<file path="src/rtl/pipe_pkg.sv">
// pipe_pkg: shared occupancy states and standard ID/EX bundle layout for elastic pipeline stages
package pipe_pkg;
  typedef enum logic [1:0] {EMPTY, ONE, TWO} state_t;
  localparam int IDEX_CTRL_W = 24;
  localparam int IDEX_DATA_W = 192;
  localparam int CTRL_REGWR = 0;
  localparam int CTRL_MEMWR = 1;
  localparam int CTRL_BRANCH = 2;
  localparam int CTRL_ALUCTR_LSB = 3;
  localparam int CTRL_ALUCTR_W = 4;
  localparam int CTRL_MEMTOREG = 7;
  localparam int CTRL_ALUSRC = 8;
  localparam int CTRL_EXTOP = 9;
  localparam int DATA_BUSA_LSB = 0;
  localparam int DATA_BUSB_LSB = 32;
  localparam int DATA_PC_LSB = 64;
  localparam int DATA_IMM16_LSB = 96;
  localparam int DATA_RT_LSB = 112;
  localparam int DATA_RD_LSB = 117;
  localparam int DATA_REG_W = 5;
endpackage

</file>
<file path="src/rtl/sat_counter.sv">
// sat_counter: saturating event counter with synchronous clear
module sat_counter #(
  parameter int CNT_W = 16
) (
  input  logic             clk,
  input  logic             rst_n,
  input  logic             inc,
  input  logic             clr,
  output logic [CNT_W-1:0] cnt
);
  always_ff @(posedge clk or negedge rst_n)
    if (!rst_n) cnt <= '0;
    else cnt <= clr ? '0 : (inc && cnt != '1) ? cnt + 1'b1 : cnt;
endmodule

</file>
<file path="src/rtl/pipe_stage_elastic.sv">
// pipe_stage_elastic: valid/ready pipeline register with optional skid buffer, flush and perf counters
module pipe_stage_elastic
  import pipe_pkg::*;
#(
  parameter int CTRL_W = IDEX_CTRL_W,
  parameter int DATA_W = IDEX_DATA_W,
  parameter int SKID   = 1,
  parameter int CNT_W  = 16
) (
  input  logic              clk,
  input  logic              rst_n,
  input  logic              flush,
  input  logic              in_valid,
  output logic              in_ready,
  input  logic [CTRL_W-1:0] in_ctrl,
  input  logic [DATA_W-1:0] in_data,
  output logic              out_valid,
  input  logic              out_ready,
  output logic [CTRL_W-1:0] out_ctrl,
  output logic [DATA_W-1:0] out_data,
  input  logic              cnt_clr,
  output logic [CNT_W-1:0]  stall_cnt,
  output logic [CNT_W-1:0]  bubble_cnt
);
  logic out_fire;
  assign out_fire = out_valid && out_ready;
  generate
    if (SKID != 0) begin : g_skid
      state_t state, nxt;
      logic rdy, in_fire;
      logic [CTRL_W-1:0] s_ctrl;
      logic [DATA_W-1:0] s_data;
      assign in_fire = in_valid && rdy;
      assign in_ready = rdy;
      assign out_valid = state != EMPTY;
      always_comb
        nxt = state == EMPTY ? (in_fire ? ONE : EMPTY) :
              state == ONE ? ((in_fire && !out_fire) ? TWO : (!in_fire && out_fire) ? EMPTY : ONE) :
              (out_fire ? ONE : TWO);
      // out_ctrl is cleared whenever the main register empties, so a bubble never carries control
      always_ff @(posedge clk or negedge rst_n)
        if (!rst_n) begin
          state <= EMPTY;
          rdy <= 1'b1;
          out_ctrl <= '0;
          out_data <= '0;
          s_ctrl <= '0;
          s_data <= '0;
        end else if (flush) begin
          state <= EMPTY;
          rdy <= 1'b1;
          out_ctrl <= '0;
        end else begin
          state <= nxt;
          rdy <= nxt != TWO;
          if (in_fire && (state == EMPTY || out_fire)) begin
            out_ctrl <= in_ctrl;
            out_data <= in_data;
          end else if (state == TWO && out_fire) begin
            out_ctrl <= s_ctrl;
            out_data <= s_data;
          end else if (out_fire) out_ctrl <= '0;
          if (in_fire && state == ONE && !out_fire) begin
            s_ctrl <= in_ctrl;
            s_data <= in_data;
          end
        end
    end else begin : g_reg
      logic v;
      assign in_ready = out_ready || !v;
      assign out_valid = v;
      always_ff @(posedge clk or negedge rst_n)
        if (!rst_n) begin
          v <= 1'b0;
          out_ctrl <= '0;
          out_data <= '0;
        end else if (flush) begin
          v <= 1'b0;
          out_ctrl <= '0;
        end else if (in_ready) begin
          v <= in_valid;
          out_ctrl <= in_valid ? in_ctrl : '0;
          if (in_valid) out_data <= in_data;
        end
    end
  endgenerate
  sat_counter #(.CNT_W(CNT_W)) u_stall (
    .clk(clk), .rst_n(rst_n), .inc(out_valid && !out_ready), .clr(cnt_clr), .cnt(stall_cnt)
  );
  sat_counter #(.CNT_W(CNT_W)) u_bubble (
    .clk(clk), .rst_n(rst_n), .inc(!out_valid), .clr(cnt_clr), .cnt(bubble_cnt)
  );
endmodule

</file>
<file path="config.mk">
export PLATFORM = sky130hd
export DESIGN_NAME = pipe_stage_elastic
export DESIGN_NICKNAME = d
export VERILOG_FILES = /design/src/rtl/pipe_pkg.sv /design/src/rtl/sat_counter.sv /design/src/rtl/pipe_stage_elastic.sv
export SDC_FILE = /design/constraint.sdc
export NUM_CORES = 1
export LEC_CHECK = 0
export ABC_CLOCK_PERIOD_IN_PS = 2400
export BUFFER_PORTS_ARGS = -buffer_cell sky130_fd_sc_hd__buf_2
export CAP_MARGIN = 20
export CORE_ASPECT_RATIO = 2
export CORE_UTILIZATION = 35
export CTS_CLUSTER_DIAMETER = 200
export CTS_CLUSTER_SIZE = 40
export DETAILED_ROUTE_END_ITERATION = 12
export GPL_TIMING_DRIVEN = 0
export HOLD_SLACK_MARGIN = 0.12
export PLACE_DENSITY_LB_ADDON = 0.05
export SLEW_MARGIN = 10
export SYNTH_ARGS = -nofsm -noshare
export SYNTH_HDL_FRONTEND = slang
export SYNTH_SLANG_ARGS = --single-unit
export TNS_END_PERCENT = 20
</file>
<file path="constraint.sdc">
create_clock -name clk -period 2.4 [get_ports clk]
set_input_delay 0.72 -clock clk [delete_from_list [all_inputs] [get_ports clk]]
set_output_delay 0.72 -clock clk [all_outputs]
set_load 0.02 [all_outputs]
</file>
# [Word-level counts from Yosys, hierarchy flattened]
# Cells that the tools add are included.
[totals] register_bits=467 in_bits=222 output_inout_bits=250 wordCells=58
[classes] n_addsub=2 eq_ne=5 n_mux=18 bitwise=1 n_reduce_logical=24
[op_table] cell="$mux W192" n=2
[op_table] cell="$mux W24" n=4
[op_table] cell="$mux W16" n=4
[op_table] cell="$add A16 B1 Y16 const B" n=2
[op_table] cell="$ne A16 B16 Y1 const B" n=2
[op_table] cell="$logic_and A1 B1 Y1" n=11
[op_table] cell="$mux W2" n=5
[op_table] cell="$reduce_bool A2 Y1" n=4
[op_table] cell="$logic_not A1 Y1" n=4
[op_table] cell="$reduce_and A2 Y1" n=2
[op_table] cell="$reduce_bool A4 Y1" n=1
[op_table] cell="$mux W1" n=3
[op_table] cell="$eq A2 B1 Y1 const B" n=1
[op_table] cell="$eq A2 B2 Y1 const B" n=1
[op_table] cell="$logic_not A2 Y1" n=1
[op_table] cell="$ne A2 B2 Y1 const B" n=1
[op_table] cell="$logic_or A1 B1 Y1" n=1
[op_table] cell="$not A1 Y1" n=1

# [Depth between registers and ports, before layout]
[depth] ltp_word=9 ltp_mapped=9 ltp_nobuf=7

# [By module]
# Synthesis repeated with hierarchy kept, for this count alone.
[unflattened] hier_cells=1593 hier_area_um2=19950.4
[modules_own_cells] mod="pipe_stage_elastic" instances=1 cells_each=1397 area_per_inst_um2=18066.1 seq_area_each_um2=10886.7
[modules_own_cells] mod="sat_counter" instances=2 cells_each=98 area_per_inst_um2=942.2 seq_area_each_um2=400.4

# [Worst setup path before layout]
# OpenSTA, ideal clock, no wires.
[synth_path] path_type="input -> register" start="input out_ready" end="register u_stall.cnt[15]" setup_ns=0.078 arrival_time_ns=2.110 required_time_ns=2.322 slack_ns=0.212 cell_stages=5 n_path_buf=0 path_cell_list="o21ba_2 -> nand4_1 -> a311o_4 -> or4_1 -> a21oi_1"
[synth_via] elab_chain_len=4
[synth_lines] item="from (decl)" line="pipe_stage_elastic.sv:18" source="input logic out_ready,"
[synth_lines] item="$logic_not A1 Y1" line="pipe_stage_elastic.sv:88" source=".clk(clk), .rst_n(rst_n), .inc(out_valid && !out_ready), .clr(cnt_clr), .cnt(stall_cnt)"
[synth_lines] item="$logic_and A1 B1 Y1" line="pipe_stage_elastic.sv:88"
[synth_lines] item="$logic_and A1 B1 Y1" line="sat_counter.sv:13" source="else cnt <= clr ? '0 : (inc && cnt != '1) ? cnt + 1'b1 : cnt;"
[synth_lines] item="$reduce_bool A2 Y1 (no source line)"
[synth_lines] item="to (signal assigned)" line="sat_counter.sv:13"
[synth_lines] item="to (decl)" line="sat_counter.sv:9" source="output logic [CNT_W-1:0] cnt"
# No other way between the ends.
# A chain may end at the register's enable or synchronous reset.

# [Final worst setup path]
[layout_path] start="register g_skid.state[1]" end="output out_valid"
[layout_via] elab_chain_len=1
[layout_lines] item="from (decl)" line="pipe_stage_elastic.sv:29" source="state_t state, nxt;"
[layout_lines] item="from (signal assigned)" line="pipe_stage_elastic.sv:54" source="state <= nxt;"
[layout_lines] item="$reduce_bool A2 Y1" line="pipe_stage_elastic.sv:35" source="assign out_valid = state != EMPTY;"
[layout_lines] item="to (decl)" line="pipe_stage_elastic.sv:17" source="output logic out_valid,"
# No other way between the ends.

==> flow_summary.json <==
{
  "swShare_pct": 33.99,
  "grt-ovfl-total": 0,
  "slowest_delay_ps": 380,
  "final.setup_skew_ps": 29.21,
  "via_count": 15350,
  "crit_path_start_kind": "flop",
  "io_pins": 472,
  "seq_power_share_pct": 53.7,
  "die_w_um": 169.1,
  "fillers": 5532,
  "hold_viol_final": 0,
  "leakage_nw": 11.09,
  "drtAntennaViolNets": 0,
  "switching_power_mw": 7.046,
  "grt_pass1_vias": 15640,
  "syn_area_um2": 19540,
  "syn_nets": 2064,
  "areaGrowthSynthToFinish_pct": 20.31,
  "critical_path_class": "reg2out",
  "ys_seq_area_share_pct": 59.82,
  "yosys_warnings": 0,
  "cp_common_cell": "buf_2",
  "critPathArrivalTime_ps": 1600,
  "placed_area_um2": 22980,
  "port_buffers": 471,
  "drt_iter0_markers": 854,
  "worstPathMaxFanout": 8,
  "critPathBufInv": 3,
  "antenna_found_initial": 26,
  "cp_top_family": "buffers and inverters",
  "setup_viol": 0,
  "vias_per_cell": 4.973,
  "fin_crit_sh_pct": 96.48,
  "max_slew_margin_pct": 51.41,
  "clkPwrFrac_pct": 17.6,
  "h-tree-depth": 1,
  "cts_sinks": 467,
  "synth_common_cells": "466 x dfrtp_1, 424 x nand2_1, 228 x nor2_1, 216 x mux2_2, 196 x a31oi_1",
  "yosysTopAreaCell": "dfrtp_1",
  "max-vdd-ir-drop_mv": 0.5886,
  "clk_latency_ps": 560,
  "min_period_ps": 2316,
  "synth_area_leaders": "dfrtp_1 60%, mux2_2 12%, nand2_1 8.1%",
  "place_hpwl_um": 47350,
  "end_kind": "primary output",
  "synth.avg_cell_area_um2": 10.62,
  "cts-root-buf": "clkbuf_16",
  "drc_errors": 0,
  "fin_cells": 3086,
  "synth_ff_type": "dfrtp_1",
  "p_per_area_nw_per_um2": 882.0,
  "grt_max_degree": 100,
  "firstDrtPassIters": 5,
  "core_area_um2": 55260,
  "yosysMostFrequentCell": "dfrtp_1",
  "worstHoldEndpoint": "g_skid.s_data[135]",
  "layout-drive-gt1-share_pct": 34.13,
  "r2r_start": "g_skid.state[1]",
  "ys_types": 40,
  "cts_tree": "yes",
  "reg2reg_slack_ps": 130,
  "cts.path.max_buffers": 3,
  "cp.required_ps": 1680,
  "ys_seq_elements": 467,
  "crit_chain": "buf_2, nor2_1, inv_1, buf_2",
  "maxCapViolations": 0,
  "num_rows": 122,
  "max_freq_mhz": 431.9,
  "die_area_um2": 56820,
  "slowest_stage": "dfrtp_1",
  "worst_hold_startpoint": "in_data[135]",
  "synth_edf_count": 0,
  "initial_core_util_pct": 35.35,
  "reg2reg_depth": 7,
  "slew_violations": 0,
  "p_total_mw": 20.73,
  "wl_per_cell_um": 20.13,
  "finish.utilization_pct": 42.53,
  "synthArstFlopShare_pct": 100.0,
  "cts_buffers": 15,
  "crit_cells": 4,
  "grt.total_usage_pct": 21.62,
  "drt_wl_total_um": 62110,
  "grt_pass1_wl_um": 94050,
  "outcome": "finished, final reports clean",
  "place_congestion": 0.7919,
  "tightest_slew_ps": 728.8,
  "post-place-cells": 3060,
  "nets": 2560,
  "stdcell_area_um2": 23500,
  "post-synth-top-area-fraction_pct": 59.69,
  "hold-path-cell-count": 2,
  "p_int_mw": 13.69,
  "rsz0062_at_grt": "true",
  "die_h_um": 336.1,
  "min_path_type": "in2reg",
  "clk_pin_slew_ps": 150,
  "r2r_end": "out_data[138]",
  "combinationalPowerShare_pct": 28.7,
  "postSynthCellCount": 1839,
  "post_cts_buffers": 0
}
==> power groups by stage <==
stage / clock network [mW] / logic [mW] / registers [mW]
2_1_floorplan: 0 / 2.78 / 12.1
3_3_place_gp: 0 / 5.89 / 11.2
3_5_place_dp: 0 / 6.03 / 11.3
4_1_cts: 3.84 / 6.05 / 11.2
5_1_grt: 4.05 / 6.58 / 11.4
6_report: 3.64 / 5.96 / 11.1
==> layout by cell type (no fill, tap or decap), drive strengths merged, types with 2 or more instances in the layout <==
| master | instances |
|---|---|
| a2111oi | 2 |
| a211oi | 7 |
| a21oi | 32 |
| a31oi | 196 |
| and3 | 28 |
| and4 | 3 |
| buf | 536 |
| clkbuf | 87 |
| dfrtp | 466 |
| diode | 4 |
| ha | 3 |
| inv | 6 |
| mux2 | 216 |
| mux2i | 3 |
| nand2 | 424 |
| nand3 | 9 |
| nand4 | 8 |
| nor2 | 228 |
| nor2b | 2 |
| nor3 | 9 |
| nor3b | 2 |
| nor4 | 6 |
| o21a | 2 |
| o21ai | 27 |
| o21ba | 2 |
| or4 | 2 |
| xnor2 | 21 |
| xor2 | 2 |
==> layer usage <==
metal  GRT usage [%]  vias up  routed length, µm
met5               0        -                210
met1           24.14     7564              23500
met2           39.80      422              32200
met3           6.309       88               4812
li1                -     7240                  -
met4           5.367       34               1374
==> layout make-up <==
cell class                      instances  area (µm²)  share of cell area [%]
Buffer                                126       585.6                   2.491
Antenna cell                            4       10.01                 0.04259
Inverter                                6       22.52                 0.09582
Clock buffer                           19       390.4                   1.661
Timing Repair Buffer                  479        2545                   10.83
Multi-Input combinational cell       1240        7316                   31.13
Tap cell                              744       930.9                   3.961
Clock inverter                          1       16.27                 0.06920
Sequential cell                       467       11690                   49.73
==> worst max-delay path by stage <==
stage	slack, ps	endpoint	start
2_1_floorplan	210	u_stall.cnt[15]	out_ready
6_report	80	out_valid	g_skid.state[1]
5_1_grt	-110	out_data[143]	g_skid.state[1]
3_5_place_dp	-1240	out_data[49]	out_ready
3_3_place_gp	-9260	g_skid.s_data[47]	rst_n
4_1_cts	20	out_data[86]	g_skid.state[1]
==> worst register-to-register path, stage by stage, from the launching register on <==
cell	delay (ps)
dfrtp_1	380
buf_2	170
o21ba_2	270
nor2_4	300
buf_2	350
buf_1	450
nand2_1	120
a31oi_1	190
==> cell families (layout without fill, tap and decap cells) <==
group	count (synthesis)	after routing	synth area share, %
simple gates	723	723	14.83
flops	467	467	59.82
mux	219	219	12.60
xor+xnor	23	23	1.031
compound gates	272	272	8.582
buf+inv	132	631	2.940
other cells	0	4	0
fa+ha+maj	3	3	0.1922
==> metrics by stage <==
stage / hold WS, ps / TNS (ps) / setup slack [ps]
after detailed placement: 468.3 / -317200 / -1235
after floorplan: 424.4 / 0 / 211.8
final: 394.9 / 0 / 84.49
after global placement: 458.9 / -4590610 / -9262
after global routing: 368.8 / -1671 / -107.9
after CTS: 362.3 / 0 / 16.34
==> registers in the layout, indices dropped and copies added, names as in the netlist <==
| name | flops |
|---|---|
| g_skid.s_ctrl | 24 |
| g_skid.s_data | 192 |
| g_skid.state | 2 |
| in_ready | 1 |
| out_ctrl | 24 |
| out_data | 192 |
| u_bubble.cnt | 16 |
| u_stall.cnt | 16 |
==> what timing repair did <==
action	4_1_cts	5_1_grt
setup endpoints to repair	367	309
gates cloned	0	1
pin swaps	0	0
gates resized for setup	21	13
hold buffers	1	0
hold endpoints to repair	34	0
Power figures use the tool's default switching activity.
